File: config.mk
export PLATFORM = sky130hd
export DESIGN_NAME = change_event_logger_flat
export DESIGN_NICKNAME = d
export VERILOG_FILES = /design/src/rtl/change_event_logger_if.sv /design/src/rtl/change_event_logger.sv /design/src/flat_wrapper.sv
export SDC_FILE = /design/constraint.sdc
export NUM_CORES = 1
export LEC_CHECK = 0
export BUFFER_PORTS_ARGS = -buffer_cell sky130_fd_sc_hd__buf_2
export CORE_ASPECT_RATIO = 0.8
export CORE_MARGIN = 2
export CORE_UTILIZATION = 60
export DETAILED_ROUTE_END_ITERATION = 10
export PLACE_DENSITY = 0.76
export SYNTH_ARGS = -nofsm -noshare
export SYNTH_HDL_FRONTEND = slang
export SYNTH_SLANG_ARGS = --single-unit
File: constraint.sdc
create_clock -name clk -period 8.2 [get_ports clk]
set_clock_uncertainty 0.15 [all_clocks]
set_input_delay 2.46 -clock clk [delete_from_list [all_inputs] [get_ports clk]]
set_output_delay 2.46 -clock clk [all_outputs]
set_load 0.005 [all_outputs]
File: src/rtl/change_event_logger_if.sv
// Event read port of change_event_logger: show-ahead ready/valid stream of
// {timestamp, value} records.
interface change_event_logger_if #(
  parameter int unsigned TS_W   = 16,
  parameter int unsigned DATA_W = 6
);
  logic              ev_valid;
  logic              ev_ready;
  logic [TS_W-1:0]   ev_time;
  logic [DATA_W-1:0] ev_data;

  modport master (
    output ev_valid,
    output ev_time,
    output ev_data,
    input  ev_ready
  );

  modport slave (
    input  ev_valid,
    input  ev_time,
    input  ev_data,
    output ev_ready
  );
endinterface

File: src/rtl/change_event_logger.sv
// Change monitor: logs {timestamp, value} whenever sig_in differs from the
// previous sample (plus the first sample after reset) into a show-ahead FIFO.
module change_event_logger #(
  parameter int unsigned DATA_W = 6,
  parameter int unsigned TS_W   = 16,
  parameter int unsigned DEPTH  = 8,
  parameter int unsigned CNT_W  = 8
) (
  input  logic                 clk,
  input  logic                 rst,
  input  logic [DATA_W-1:0]    sig_in,
  change_event_logger_if.master ev,
  output logic                 ovf,
  output logic [CNT_W-1:0]     drop_cnt,
  input  logic                 ovf_clr
);

  localparam int unsigned AW = $clog2(DEPTH);
  localparam logic [AW:0] FULL_LVL = (AW+1)'(DEPTH);

  typedef enum logic {
    ST_ARMED,
    ST_RUN
  } state_e;

  state_e            state_q;
  logic [TS_W-1:0]   ts_q;
  logic [DATA_W-1:0] prev_q;

  logic [TS_W-1:0]   mem_ts  [DEPTH];
  logic [DATA_W-1:0] mem_dat [DEPTH];

  logic [AW-1:0]     wr_ptr_q, wr_ptr_d;
  logic [AW-1:0]     rd_ptr_q, rd_ptr_d;
  logic [AW:0]       count_q,  count_d;
  logic              valid_q,  valid_d;
  logic [TS_W-1:0]   hd_ts_q,  hd_ts_d;
  logic [DATA_W-1:0] hd_dat_q, hd_dat_d;
  logic              ovf_q,    ovf_d;
  logic [CNT_W-1:0]  cnt_q,    cnt_d;

  logic push, pop, full, wr_en, drop;

  always_comb begin
    push  = (state_q == ST_ARMED) || (sig_in != prev_q);
    full  = (count_q == FULL_LVL);
    pop   = valid_q && ev.ev_ready;
    wr_en = push && (!full || pop);
    drop  = push && full && !pop;

    wr_ptr_d = wr_en ? wr_ptr_q + AW'(1) : wr_ptr_q;
    rd_ptr_d = pop   ? rd_ptr_q + AW'(1) : rd_ptr_q;

    count_d = count_q;
    if (wr_en && !pop) begin
      count_d = count_q + (AW+1)'(1);
    end else if (!wr_en && pop) begin
      count_d = count_q - (AW+1)'(1);
    end
    valid_d = (count_d != '0);

    // Head register: the next head is the entry being written this edge when
    // it lands exactly at the new read pointer, otherwise it is already in memory.
    // Holds the last popped entry once the FIFO drains.
    hd_ts_d  = hd_ts_q;
    hd_dat_d = hd_dat_q;
    if (valid_d) begin
      if (wr_en && (rd_ptr_d == wr_ptr_q)) begin
        hd_ts_d  = ts_q;
        hd_dat_d = sig_in;
      end else begin
        hd_ts_d  = mem_ts[rd_ptr_d];
        hd_dat_d = mem_dat[rd_ptr_d];
      end
    end

    // A drop in the same cycle as a clear wins: counter restarts at 1.
    ovf_d = ovf_q;
    cnt_d = cnt_q;
    if (drop) begin
      ovf_d = 1'b1;
      if (ovf_clr) begin
        cnt_d = CNT_W'(1);
      end else if (cnt_q != '1) begin
        cnt_d = cnt_q + CNT_W'(1);
      end
    end else if (ovf_clr) begin
      ovf_d = 1'b0;
      cnt_d = '0;
    end
  end

  always_ff @(posedge clk or posedge rst) begin
    if (rst) begin
      state_q  <= ST_ARMED;
      ts_q     <= '0;
      prev_q   <= '0;
      wr_ptr_q <= '0;
      rd_ptr_q <= '0;
      count_q  <= '0;
      valid_q  <= 1'b0;
      hd_ts_q  <= '0;
      hd_dat_q <= '0;
      ovf_q    <= 1'b0;
      cnt_q    <= '0;
    end else begin
      state_q  <= ST_RUN;
      ts_q     <= ts_q + TS_W'(1);
      prev_q   <= sig_in;
      wr_ptr_q <= wr_ptr_d;
      rd_ptr_q <= rd_ptr_d;
      count_q  <= count_d;
      valid_q  <= valid_d;
      hd_ts_q  <= hd_ts_d;
      hd_dat_q <= hd_dat_d;
      ovf_q    <= ovf_d;
      cnt_q    <= cnt_d;
    end
  end

  always_ff @(posedge clk) begin
    if (wr_en) begin
      mem_ts[wr_ptr_q]  <= ts_q;
      mem_dat[wr_ptr_q] <= sig_in;
    end
  end

  assign ev.ev_valid = valid_q;
  assign ev.ev_time  = hd_ts_q;
  assign ev.ev_data  = hd_dat_q;
  assign ovf         = ovf_q;
  assign drop_cnt    = cnt_q;

endmodule
File: src/flat_wrapper.sv
// flat-port wrapper written by rule: the top's interface ports become plain ports
module change_event_logger_flat 
#(
  parameter int unsigned DATA_W = 6,
  parameter int unsigned TS_W   = 16,
  parameter int unsigned DEPTH  = 8,
  parameter int unsigned CNT_W  = 8
)
  (clk, rst, sig_in, ovf, drop_cnt, ovf_clr, ev_ev_valid, ev_ev_time, ev_ev_data, ev_ev_ready);
  change_event_logger_if #(.TS_W(TS_W), .DATA_W(DATA_W)) ev_i ();
  input  logic clk;
  input  logic rst;
  input  logic [DATA_W-1:0] sig_in;
  output logic ovf;
  output logic [CNT_W-1:0] drop_cnt;
  input  logic ovf_clr;
  output wire logic [$bits(ev_i.ev_valid)-1:0] ev_ev_valid;
  output wire logic [$bits(ev_i.ev_time)-1:0] ev_ev_time;
  output wire logic [$bits(ev_i.ev_data)-1:0] ev_ev_data;
  input wire logic [$bits(ev_i.ev_ready)-1:0] ev_ev_ready;
  assign ev_ev_valid = ev_i.ev_valid;
  assign ev_ev_time = ev_i.ev_time;
  assign ev_ev_data = ev_i.ev_data;
  assign ev_i.ev_ready = ev_ev_ready;
  change_event_logger #(.DATA_W(DATA_W), .TS_W(TS_W), .DEPTH(DEPTH), .CNT_W(CNT_W)) u_core (.clk(clk), .rst(rst), .sig_in(sig_in), .ev(ev_i), .ovf(ovf), .drop_cnt(drop_cnt), .ovf_clr(ovf_clr));
endmodule
# Yosys cells after proc, flatten, opt, wreduce, memory -nomap -nowiden
# Memory sizes are Yosys's and may differ from the RTL's. A register that Yosys moved wholly into a read port is not among the register bits.
# Cells that the tools add are included.
[classes] addsub=6 n_eq_ne=3 mux=11 bitwise=1 reduce_logical=15
[ops] op="8-bit 2-to-1 mux" n=4
[ops] op="16-bit by 1-bit adder with 16-bit output, second input constant" n=1
[ops] op="8-bit by 1-bit adder with 8-bit output, second input constant" n=1
[ops] op="4-bit 2-to-1 mux" n=2
[ops] op="8-bit != test, second input constant" n=1
[ops] op="3-bit by 1-bit adder with 3-bit output, second input constant" n=2
[ops] op="1-bit logical AND" n=6
[ops] op="6-bit != test" n=1
[ops] op="4-bit by 1-bit adder with 4-bit output, second input constant" n=1
[ops] op="4-bit equality test, second input constant" n=1
[ops] op="1-bit 2-to-1 mux" n=4
[ops] op="2-bit nonzero test" n=2
[ops] op="4-bit nonzero test" n=1
[ops] op="4-bit by 1-bit subtractor with 4-bit output, second input constant" n=1
[ops] op="1-bit logical NOT" n=3
[ops] op="3-bit 2-to-1 mux" n=1
[ops] op="1-bit logical OR" n=2
[ops] op="2-bit AND reduction" n=1
[ops] op="1-bit inverter" n=1
[word_totals] reg_bits=43 ram_bits=176 in_bits=10 output_inout_bits=32 wordCells=47 memories=2
[memory_table] memory="u_core.mem_ts" depth=8 word_bits=16 read_ports=1 rd_clocked_by_memory_dff=1 wr=1 line_no="change_event_logger.sv:30" text="logic [TS_W-1:0] mem_ts [DEPTH];"
[memory_table] memory="u_core.mem_dat" depth=8 word_bits=6 read_ports=1 rd_clocked_by_memory_dff=1 wr=1 line_no="change_event_logger.sv:31" text="logic [DATA_W-1:0] mem_dat [DEPTH];"

# Depth between registers and ports, before layout
# Gate-level depths: netlist of the first run.
[logic_depth] ltp_word=9 depth_mapped=13 mapped_depth_nobuf=9

# Least setup slack after synthesis of the first run
# No wires, ideal clock.
[synth_path] path_type="in2reg" from="input port sig_in[0]" to="memory u_core.mem_dat[0][0] (enable)" setup_time_ns=0.457 arrival_time_ns=5.218 t_required_ns=7.593 slack_ns=2.375 path_stages=4 path_buffers=0 path_cell_list="xnor2_1 and4_1 a22o_1 nor4_1"
[synth_via] elab_chain_len=5
[synth_rtl] item="start: declaration" line_no="flat_wrapper.sv:13" text="input logic [DATA_W-1:0] sig_in;"
[synth_rtl] item="6-bit != test" line_no="change_event_logger.sv:45" text="push = (state_q == ST_ARMED) || (sig_in != prev_q);"
[synth_rtl] item="1-bit logical OR" line_no="change_event_logger.sv:45"
[synth_rtl] item="1-bit logical AND" line_no="change_event_logger.sv:48" text="wr_en = push && (!full || pop);"
[synth_rtl] item="1-bit 2-to-1 mux" line_no="change_event_logger.sv:122" text="if (wr_en) begin"
[synth_rtl] item="1-bit 2-to-1 mux (not written as such)" line_no="change_event_logger.sv:124" text="mem_dat[wr_ptr_q] <= sig_in;"
[synth_rtl] item="end: declaration" line_no="change_event_logger.sv:31"
# No other way between the ends.

# Worst setup path in the final report of the first run
[layout_path] from="register u_core.rd_ptr_q[0]" to="register u_core.hd_ts_q[14], in the netlist u_core.ev.ev_time[14], read port of u_core.mem_ts"
[layout_via] elab_chain_len=2
[layout_rtl] item="start: declaration" line_no="change_event_logger.sv:34" text="logic [AW-1:0] rd_ptr_q, rd_ptr_d;"
[layout_rtl] item="start signal: assignment" line_no="change_event_logger.sv:111" text="rd_ptr_q <= rd_ptr_d;"
[layout_rtl] item="3-bit by 1-bit adder with 3-bit output" line_no="change_event_logger.sv:52" text="rd_ptr_d = pop ? rd_ptr_q + AW'(1) : rd_ptr_q;"
[layout_rtl] item="3-bit 2-to-1 mux (*)" line_no="change_event_logger.sv:52"
[layout_rtl] item="end: declaration" line_no="change_event_logger.sv:37" text="logic [TS_W-1:0] hd_ts_q, hd_ts_d;"
# Every way passes the cells marked *; elsewhere a longest branch is shown, timed or not.
# A chain may end at the register's enable or synchronous reset.

==> impl_metrics.py, run 1 <==
metrics = {
    "setup_path": {
        "critPathMaxStageDelay_ns": 1.15,
        "critPathKind": "register to register",
        "timing.critical_path.from_type": "register",
        "worst-endpoint-required_ns": 8.46,
        "critPathSlowestCell": "sky130_fd_sc_hd__dfrtp_4",
        "critical_path_arrival_ns": 6.17,
        "crit_chain": "ha_1, and3_4, or2_1, buf_4, xor2_1, or4_1, buf_4, mux2_2, mux2_2",
        "setup.worst_path.end_class": "register",
        "critical_path_peak_fanout": 74,
    },
    "pwr": {
        "total_leakage_power_nw": 4.64,
        "internal_power_mw": 3.38,
        "seq_power_share_pct": 36.3,
        "p_clk_share_pct": 21.2,
        "highest_ir_drop_seen_on_vdd_mv": 0.271,
        "power_switching_mw": 1.85,
        "gate_power_share_pct": 42.5,
        "swShare_pct": 35.4,
        "power_density_nw_per_um2": 428,
    },
    "cts": {
        "clkSinkCount": 241,
        "clock-root-buffer": "sky130_fd_sc_hd__clkbuf_16",
        "cts_buffers": 24,
        "insertion_delay_ns": 0.52,
        "post_cts_resize_count": 0,
        "cts_setup_buffers": 0,
        "hold_buffers": 0,
        "worst_setup_hold_path_clk_slew_ns": 0.06,
        "tritoncts": "built",
        "cts_max_path_buffers": 3,
        "htree_levels": 1,
    },
    "placement": {
        "hpwlAfterDp_um": 14500,
        "placement.io_buffers": 41,
        "gp_routability_congestion": 0.806,
    },
    "logic_synthesis": {
        "avgSynthCellArea_um2": 14.4,
        "syn_area_um2": 11000,
        "yosys-top-cells-area": "sky130_fd_sc_hd__edfxtp_1, sky130_fd_sc_hd__dfrtp_1, sky130_fd_sc_hd__mux4_2",
        "async_flop_share_pct": 27.0,
        "synth_nets": 779,
        "yosysMostFrequentCell": "sky130_fd_sc_hd__edfxtp_1",
        "yosys_warnings": 0,
        "synth_largest_type_area_fraction_pct": 48.2,
        "synth_edf_count": 176,
        "yosysSeqAreaShare_pct": 63.1,
        "ys_types": 52,
        "post_synth_most_frequent_cells": "sky130_fd_sc_hd__edfxtp_1, sky130_fd_sc_hd__a21oi_1, sky130_fd_sc_hd__dfrtp_1, sky130_fd_sc_hd__mux2i_1, sky130_fd_sc_hd__nor2_1",
        "synth.largest_area_cell": "sky130_fd_sc_hd__edfxtp_1",
        "top_flip_flop_cell_by_instance_count_after_synthesis": "sky130_fd_sc_hd__edfxtp_1",
        "synth_cells": 763,
        "synth-seq-cells": 241,
    },
    "grt": {
        "first_pass_grt_wire_length_um": 38900,
        "grt.overflow.total": 0,
        "antenna_found_initial": 0,
        "vias_in_the_first_global_route": 6886,
        "all_layer_gr_usage_pct": 26.6,
        "pin_count_of_the_biggest_net_entering_global_routing": 75,
    },
    "route": {
        "remaining_drc_errors": 0,
        "vias_per_cell": 6.43,
        "routed-via-count": 6702,
        "drt-initial-drc-count": 682,
        "routed_wl_um": 25100,
        "detail-route-antenna-nets": 0,
        "drt_pass1_iterations": 5,
        "route.detailed.wl_per_inst_um": 24.1,
    },
    "cells_and_area": {
        "antenna-diode-count": 0,
        "fillers": 1196,
        "utilization_after_layout_pct": 67.8,
        "layout-area-overhead-vs-synth_pct": 11.4,
        "drive_gt1_share_pct": 24.5,
        "nets": 810,
    },
    "sta": {
        "max_freq_ghz": 0.169,
        "timing.final.max_slew_violations": 0,
        "timing.final.crit_share_pct": 72.1,
        "rsz0062_at_grt": "false",
        "timing.slew.headroom_pct": 16.4,
        "final_hold_viol_count": 0,
        "worst_hold_slack_ns": 0.356,
        "setup_total_negative_slack_ns": 0,
        "timing_worst_slew_pin_value_ns": 1.25,
        "setup_viol_count_final": 0,
        "period_minus_slack_ns": 5.91,
    },
    "floorplanning": {
        "die_outline_area_um2": 19400,
        "core_area_um2": 18000,
        "floorplan.initialDensity_pct": 60.8,
        "die_y_um": 125,
        "fp.dieW_um": 155,
        "placementRows": 44,
        "top_level_ports": 42,
    },
    "job": {
        "maxCapViolations": 0,
    },
    "outcome": {
        "status": "finished clean",
    },
    "hold_path": {
        "min_path_type": "register to register",
    },
}
==> power groups by stage <==
stage | sequential, mW | combinational, mW | clock, mW
after global routing | 1.93 | 2.40 | 1.17
after CTS | 1.89 | 2.22 | 1.12
after detailed placement | 1.91 | 2.21 | 0
final | 1.90 | 2.22 | 1.11
after floorplan | 1.77 | 1.76 | 0
after global placement | 1.89 | 2.14 | 0
==> layout make-up <==
class                   count  area, um^2  area share, %
clock inverters            11        81.3          0.667
flip-flops and latches    241        6920           56.7
clock buffers              33         727           5.96
multi-input cells         439        3740           30.7
well taps                 230         288           2.36
inverters                  30         113          0.923
repair buffers             58         333           2.73
==> cells in the final DEF, fill, tap and decap left out, drive strengths merged, types with 6 or more instances in the layout <==
master / synthesis / final
edfxtp: 176 / 176
a21oi: 84 / 84
dfrtp: 65 / 65
mux2: 64 / 64
buf: 18 / 58
mux2i: 47 / 47
nor2: 39 / 39
clkbuf: 35 / 33
inv: 29 / 30
a311oi: 22 / 22
a221oi: 21 / 21
mux4: 21 / 21
nand2: 20 / 20
xnor2: 18 / 18
xor2: 15 / 15
clkinv: 1 / 10
o21ai: 9 / 9
nand3: 9 / 9
nand4: 8 / 8
and2: 6 / 6
ha: 6 / 6
and3: 6 / 6
nor3: 6 / 6
==> per-layer routing <==
| layer | track usage (%) | routed length, um | vias to the layer above |
|---|---|---|---|
| li1 | - | - | 2979 |
| met1 | 39.7 | 11000 | 3405 |
| met2 | 40.7 | 11600 | 272 |
| met4 | 8.71 | 629 | 0 |
| met5 | 0 | 0 | - |
| met3 | 4.11 | 1880 | 46 |
==> registers in the layout, indices dropped and copies added, names as in the netlist <==
register / cells
u_core.ovf: 1
u_core.drop_cnt: 8
u_core.prev_q: 6
u_core.mem_dat: 48
u_core.state_q: 1
u_core.count_q: 4
u_core.rd_ptr_q: 3
u_core.wr_ptr_q: 3
u_core.mem_ts: 128
u_core.ev.ev_time: 16
u_core.ev.ev_valid: 1
u_core.ts_q: 16
u_core.ev.ev_data: 6
==> worst max-delay path: cells and delay by family (launching register included) <==
family	cells	cell delay (ns)
and+or+nand+nor	3	1.87
xor gates and xnor gates	1	0.15
muxes	2	0.64
DFF	1	1.15
adders and majority gates	1	1.02
buffers and inverters	2	0.73
==> through the flow <==
step	power [mW]	instances	worst slack [ns]	cell area (um^2)
finish	5.22	1042	2.29	12200
global route	5.50	1042	1.94	12200
CTS	5.23	1042	2.27	12200
detailed placement	4.13	998	1.94	11400
global placement	4.04	998	2.03	11400
floorplan	3.53	763	2.37	11000
==> cells by family (layout without fill, tap and decap cells) <==
| family | count (synthesis) | after routing | synth area share, % |
|---|---|---|---|
| AND/OR/NAND/NOR | 111 | 111 | 4.96 |
| flip-flops | 241 | 241 | 63.1 |
| XOR/XNOR | 33 | 33 | 2.64 |
| other | 1 | 1 | 0.0342 |
| buffers and inverters | 83 | 132 | 3.34 |
| multiplexers | 132 | 132 | 16.1 |
| adder cells (fa/ha/maj) | 6 | 6 | 0.685 |
| AO/OA/AOI/OAI | 156 | 156 | 9.17 |
==> final timing paths <==
kind / cells past startpoint / start / to / slack [ns]
setup reg to reg: 9 / u_core.rd_ptr_q[0]$_DFF_PP0_ / u_core.ev.ev_time[14]$_DFFE_PP0P_ / 2.29
hold / removal: 1 / u_core.ev.ev_data[3]$_DFFE_PP0P_ / u_core.ev.ev_data[3]$_DFFE_PP0P_ / 0.36
setup / recovery: 9 / u_core.rd_ptr_q[0]$_DFF_PP0_ / u_core.ev.ev_time[14]$_DFFE_PP0P_ / 2.29
max in group asynchronous: 3 / rst / u_core.rd_ptr_q[0]$_DFF_PP0_ / 5.16
hold reg to reg: 1 / u_core.ev.ev_data[3]$_DFFE_PP0P_ / u_core.ev.ev_data[3]$_DFFE_PP0P_ / 0.36
min in group asynchronous: 3 / rst / u_core.ev.ev_time[10]$_DFFE_PP0P_ / 2.06
Power figures use the tool's default switching activity.
==> inputs of run 2 (changes only) <==
--- a/config.mk
+++ b/config.mk
@@ -5,12 +5,13 @@
 export SDC_FILE = /design/constraint.sdc
 export NUM_CORES = 1
 export LEC_CHECK = 0
+export ABC_AREA = 1
 export BUFFER_PORTS_ARGS = -buffer_cell sky130_fd_sc_hd__buf_2
 export CORE_ASPECT_RATIO = 0.8
 export CORE_MARGIN = 2
-export CORE_UTILIZATION = 60
+export CORE_UTILIZATION = 55
 export DETAILED_ROUTE_END_ITERATION = 10
-export PLACE_DENSITY = 0.76
+export PLACE_DENSITY = 0.73
 export SYNTH_ARGS = -nofsm -noshare
 export SYNTH_HDL_FRONTEND = slang
 export SYNTH_SLANG_ARGS = --single-unit
==> constraint.sdc (replaced) <==
create_clock -name clk -period 5.3 [get_ports clk]
set_clock_uncertainty 0.15 [all_clocks]
set_input_delay 1.59 -clock clk [delete_from_list [all_inputs] [get_ports clk]]
set_output_delay 1.59 -clock clk [all_outputs]
set_load 0.005 [all_outputs]
==> impl_metrics.py, run 2 <==
metrics = {
    "setup_path": {
        "worst-path-buf-inv": 3,
        "r2r_end": "u_core.mem_ts[2][9]$_DFFE_PP_",
        "critical_path_peak_fanout": 12,
        "worst-endpoint-required_ns": 5.36,
        "critPathMaxStageDelay_ns": 0.68,
        "critical_path_arrival_ns": 3.67,
        "depth_of_the_worst_register_to_register_path": 9,
        "timing.rr.start": "u_core.count_q[0]$_DFF_PP0_",
        "crit_path_frequent_cell": "sky130_fd_sc_hd__nand2_1",
        "path_delay_family": "simple AND/OR/NAND/NOR gates",
        "timing.critical_path.from_type": "input port",
        "rrSetupSlack_ns": 2.47,
        "setup.worst_path.end_class": "register",
        "crit_chain": "buf_2, inv_2, nand2_1, nand2_1, nand2_1, nor2_2, nand2_1, nand2_1, or2_2, nor2_2, buf_12",
        "critPathKind": "input port to register",
        "critPathSlowestCell": "sky130_fd_sc_hd__nor2_2",
    },
    "cells_and_area": {
        "largest_reg_by_ff_count": "u_core.mem_ts",
        "fillers": 1462,
        "largest_register_ffs": 128,
        "multi_input_area_um2": 2920,
        "largest_registers": "u_core.mem_ts x128, u_core.mem_dat x48",
        "most-common-layout-cells": "sky130_fd_sc_hd__nand2_1, sky130_fd_sc_hd__edfxtp_1, sky130_fd_sc_hd__nand3_1",
        "layout.cells.most_common": "sky130_fd_sc_hd__nand2_1",
        "layout-area-overhead-vs-synth_pct": 11.9,
        "area.sequential_um2": 6910,
        "final_cell_count_no_fill": 1273,
        "antenna-diode-count": 0,
        "layout.cell_area.non_filler_um2": 11500,
        "nets": 1019,
        "drive_gt1_share_pct": 12.2,
    },
    "sta": {
        "final_hold_viol_count": 0,
        "period_minus_slack_ns": 3.61,
        "timing.final.crit_share_pct": 68.1,
        "timing.final.max_slew_violations": 0,
        "timing_worst_slew_pin_value_ns": 1.06,
        "setup_ws_final_ns": 1.69,
        "setup_total_negative_slack_ns": 0,
        "timing.slew.headroom_pct": 29.3,
        "setup_viol_count_final": 0,
        "max_freq_ghz": 0.277,
        "rsz0062_at_grt": "false",
    },
    "logic_synthesis": {
        "top_flip_flop_cell_by_instance_count_after_synthesis": "sky130_fd_sc_hd__edfxtp_1",
        "yosysSeqAreaShare_pct": 67.5,
        "yosysMostFrequentCell": "sky130_fd_sc_hd__nand2_1",
        "ys_types": 35,
        "yosys-top-cells-area": "sky130_fd_sc_hd__edfxtp_1, sky130_fd_sc_hd__dfrtp_1, sky130_fd_sc_hd__nand2_1",
        "avgSynthCellArea_um2": 10.6,
        "synth_nets": 981,
        "synth-seq-cells": 241,
        "synth_cells": 965,
        "synth.largest_area_cell": "sky130_fd_sc_hd__edfxtp_1",
        "post_synth_most_frequent_cells": "sky130_fd_sc_hd__nand2_1, sky130_fd_sc_hd__edfxtp_1, sky130_fd_sc_hd__nand3_1, sky130_fd_sc_hd__dfrtp_1, sky130_fd_sc_hd__inv_1",
        "yosys_warnings": 0,
        "synth_largest_type_area_fraction_pct": 51.6,
        "async_flop_share_pct": 27.0,
        "syn_area_um2": 10200,
        "synth_edf_count": 176,
    },
    "cts": {
        "worst_setup_hold_path_clk_slew_ns": 0.06,
        "hold_buffers": 0,
        "tritoncts": "built",
        "htree_levels": 1,
        "post_cts_resize_count": 0,
        "insertion_delay_ns": 0.52,
        "clock-root-buffer": "sky130_fd_sc_hd__clkbuf_16",
        "cts_max_path_buffers": 3,
        "cts_setup_buffers": 0,
        "cts_buffers": 23,
        "clkSinkCount": 241,
    },
    "pwr": {
        "gate_power_share_pct": 41.2,
        "highest_ir_drop_seen_on_vdd_mv": 0.346,
        "power_switching_mw": 2.99,
        "p_clk_share_pct": 21.5,
        "internal_power_mw": 4.36,
        "swShare_pct": 40.7,
        "power_density_nw_per_um2": 641,
        "seq_power_share_pct": 37.4,
        "total_leakage_power_nw": 4.80,
        "design_power_total_mw": 7.35,
    },
    "grt": {
        "first_pass_grt_wire_length_um": 37100,
        "all_layer_gr_usage_pct": 24.8,
        "grt.overflow.total": 0,
        "pin_count_of_the_biggest_net_entering_global_routing": 94,
        "antenna_found_initial": 0,
        "vias_in_the_first_global_route": 6570,
    },
    "outcome": {
        "status": "finished clean",
    },
    "hold_path": {
        "min_delay_endpoint": "u_core.ovf$_DFFE_PP0P_",
        "min_path_type": "register to register",
        "worstHoldPathCells": 2,
        "min_from": "u_core.ovf$_DFFE_PP0P_",
    },
    "route": {
        "vias_per_cell": 5.52,
        "routed-via-count": 7026,
        "detail-route-antenna-nets": 0,
        "drt_pass1_iterations": 5,
        "drt-initial-drc-count": 825,
        "remaining_drc_errors": 0,
        "routed_wl_um": 23900,
        "route.detailed.wl_per_inst_um": 18.8,
    },
    "floorplanning": {
        "top_level_ports": 42,
        "core_area_um2": 18200,
        "die_y_um": 126,
        "die_outline_area_um2": 19700,
        "fp.dieW_um": 157,
        "placementRows": 44,
        "floorplan.initialDensity_pct": 56.2,
    },
    "placement": {
        "placement.io_buffers": 41,
        "place_inst": 1231,
        "dp_slack_ns": 1.19,
        "placed_area_um2": 10700,
        "gp_routability_congestion": 0.844,
        "hpwlAfterDp_um": 13500,
    },
    "job": {
        "maxCapViolations": 0,
    },
}
-- run 2: changes by cell type after synthesis, moves of 22 or more --
cell                       previous run  this run
sky130_fd_sc_hd__nand2_1             20       339
sky130_fd_sc_hd__nand3_1              9       169
sky130_fd_sc_hd__a21oi_1             84         7
sky130_fd_sc_hd__mux2i_1             47         0
sky130_fd_sc_hd__mux2_2              38         0
sky130_fd_sc_hd__mux2_4              26         0
sky130_fd_sc_hd__clkbuf_1            35        11
sky130_fd_sc_hd__a311oi_1            22         0
sky130_fd_sc_hd__o21ai_1              0        22
-- run 2: worst min-delay path, stage by stage (launching register included) --
cell and delay, ns:
sky130_fd_sc_hd__dfrtp_1 0.35, sky130_fd_sc_hd__nand2_1 0.05, sky130_fd_sc_hd__o21ai_0 0.06
-- run 2: how the worst max path moves through the flow --
stage	start	to	slack (ns)	depth (start not counted)
after floorplan	sig_in[4]	u_core.mem_dat[0][0]$_DFFE_PP_	1.50	8
after global placement	sig_in[1]	u_core.mem_ts[2][9]$_DFFE_PP_	1.26	11
after global routing	ev_ev_ready	u_core.ev.ev_data[5]$_DFFE_PP0P_	1.44	11
after CTS	sig_in[1]	u_core.mem_ts[3][9]$_DFFE_PP_	1.70	12
final	sig_in[1]	u_core.mem_ts[2][9]$_DFFE_PP_	1.69	11
after detailed placement	sig_in[1]	u_core.mem_ts[3][9]$_DFFE_PP_	1.19	12
-- run 2: cell families after synthesis --
family / share of synthesized area (%)
AND/OR/NAND/NOR: 23.0
flip-flops: 67.5
buffers and inverters: 4.47
AO/OA/AOI/OAI: 2.22
XOR/XNOR: 2.04
adder cells (fa/ha/maj): 0.733
other: 0.0366
-- run 2: per-layer routing --
layer  share of wire (%)  track usage (%)  wire length (um)
met5                   0                0                 0
met4                 2.1             6.21               503
met3                 7.8             3.51              1850
met2                  47             38.6             11100
met1                  43             37.3             10400
-- run 2: layout make-up --
cell class / count / share of cell area, %
clock buffers: 38 / 6.13
clock inverters: 4 / 0.196
inverters: 57 / 1.87
multi-input cells: 624 / 25.4
flip-flops and latches: 241 / 60.3
well taps: 253 / 2.76
repair buffers: 56 / 3.32
-- run 2: per-stage QoR --
stage | hold slack (ns) | util (%)
2_1_floorplan | 0.326 | -
3_3_place_gp | 0.329 | 58.9
3_5_place_dp | 0.340 | 58.9
4_1_cts | 0.351 | 62.9
5_1_grt | 0.376 | 62.9
6_report | 0.343 | 62.9
-- run 2: power groups by stage --
stage | registers, mW | clock network [mW] | logic (mW)
after floorplan | 2.72 | 0 | 2.16
after CTS | 2.75 | 1.59 | 3.02
after detailed placement | 2.78 | 0 | 2.99
after global routing | 2.78 | 1.68 | 3.37
after global placement | 2.77 | 0 | 2.93
final | 2.75 | 1.58 | 3.03
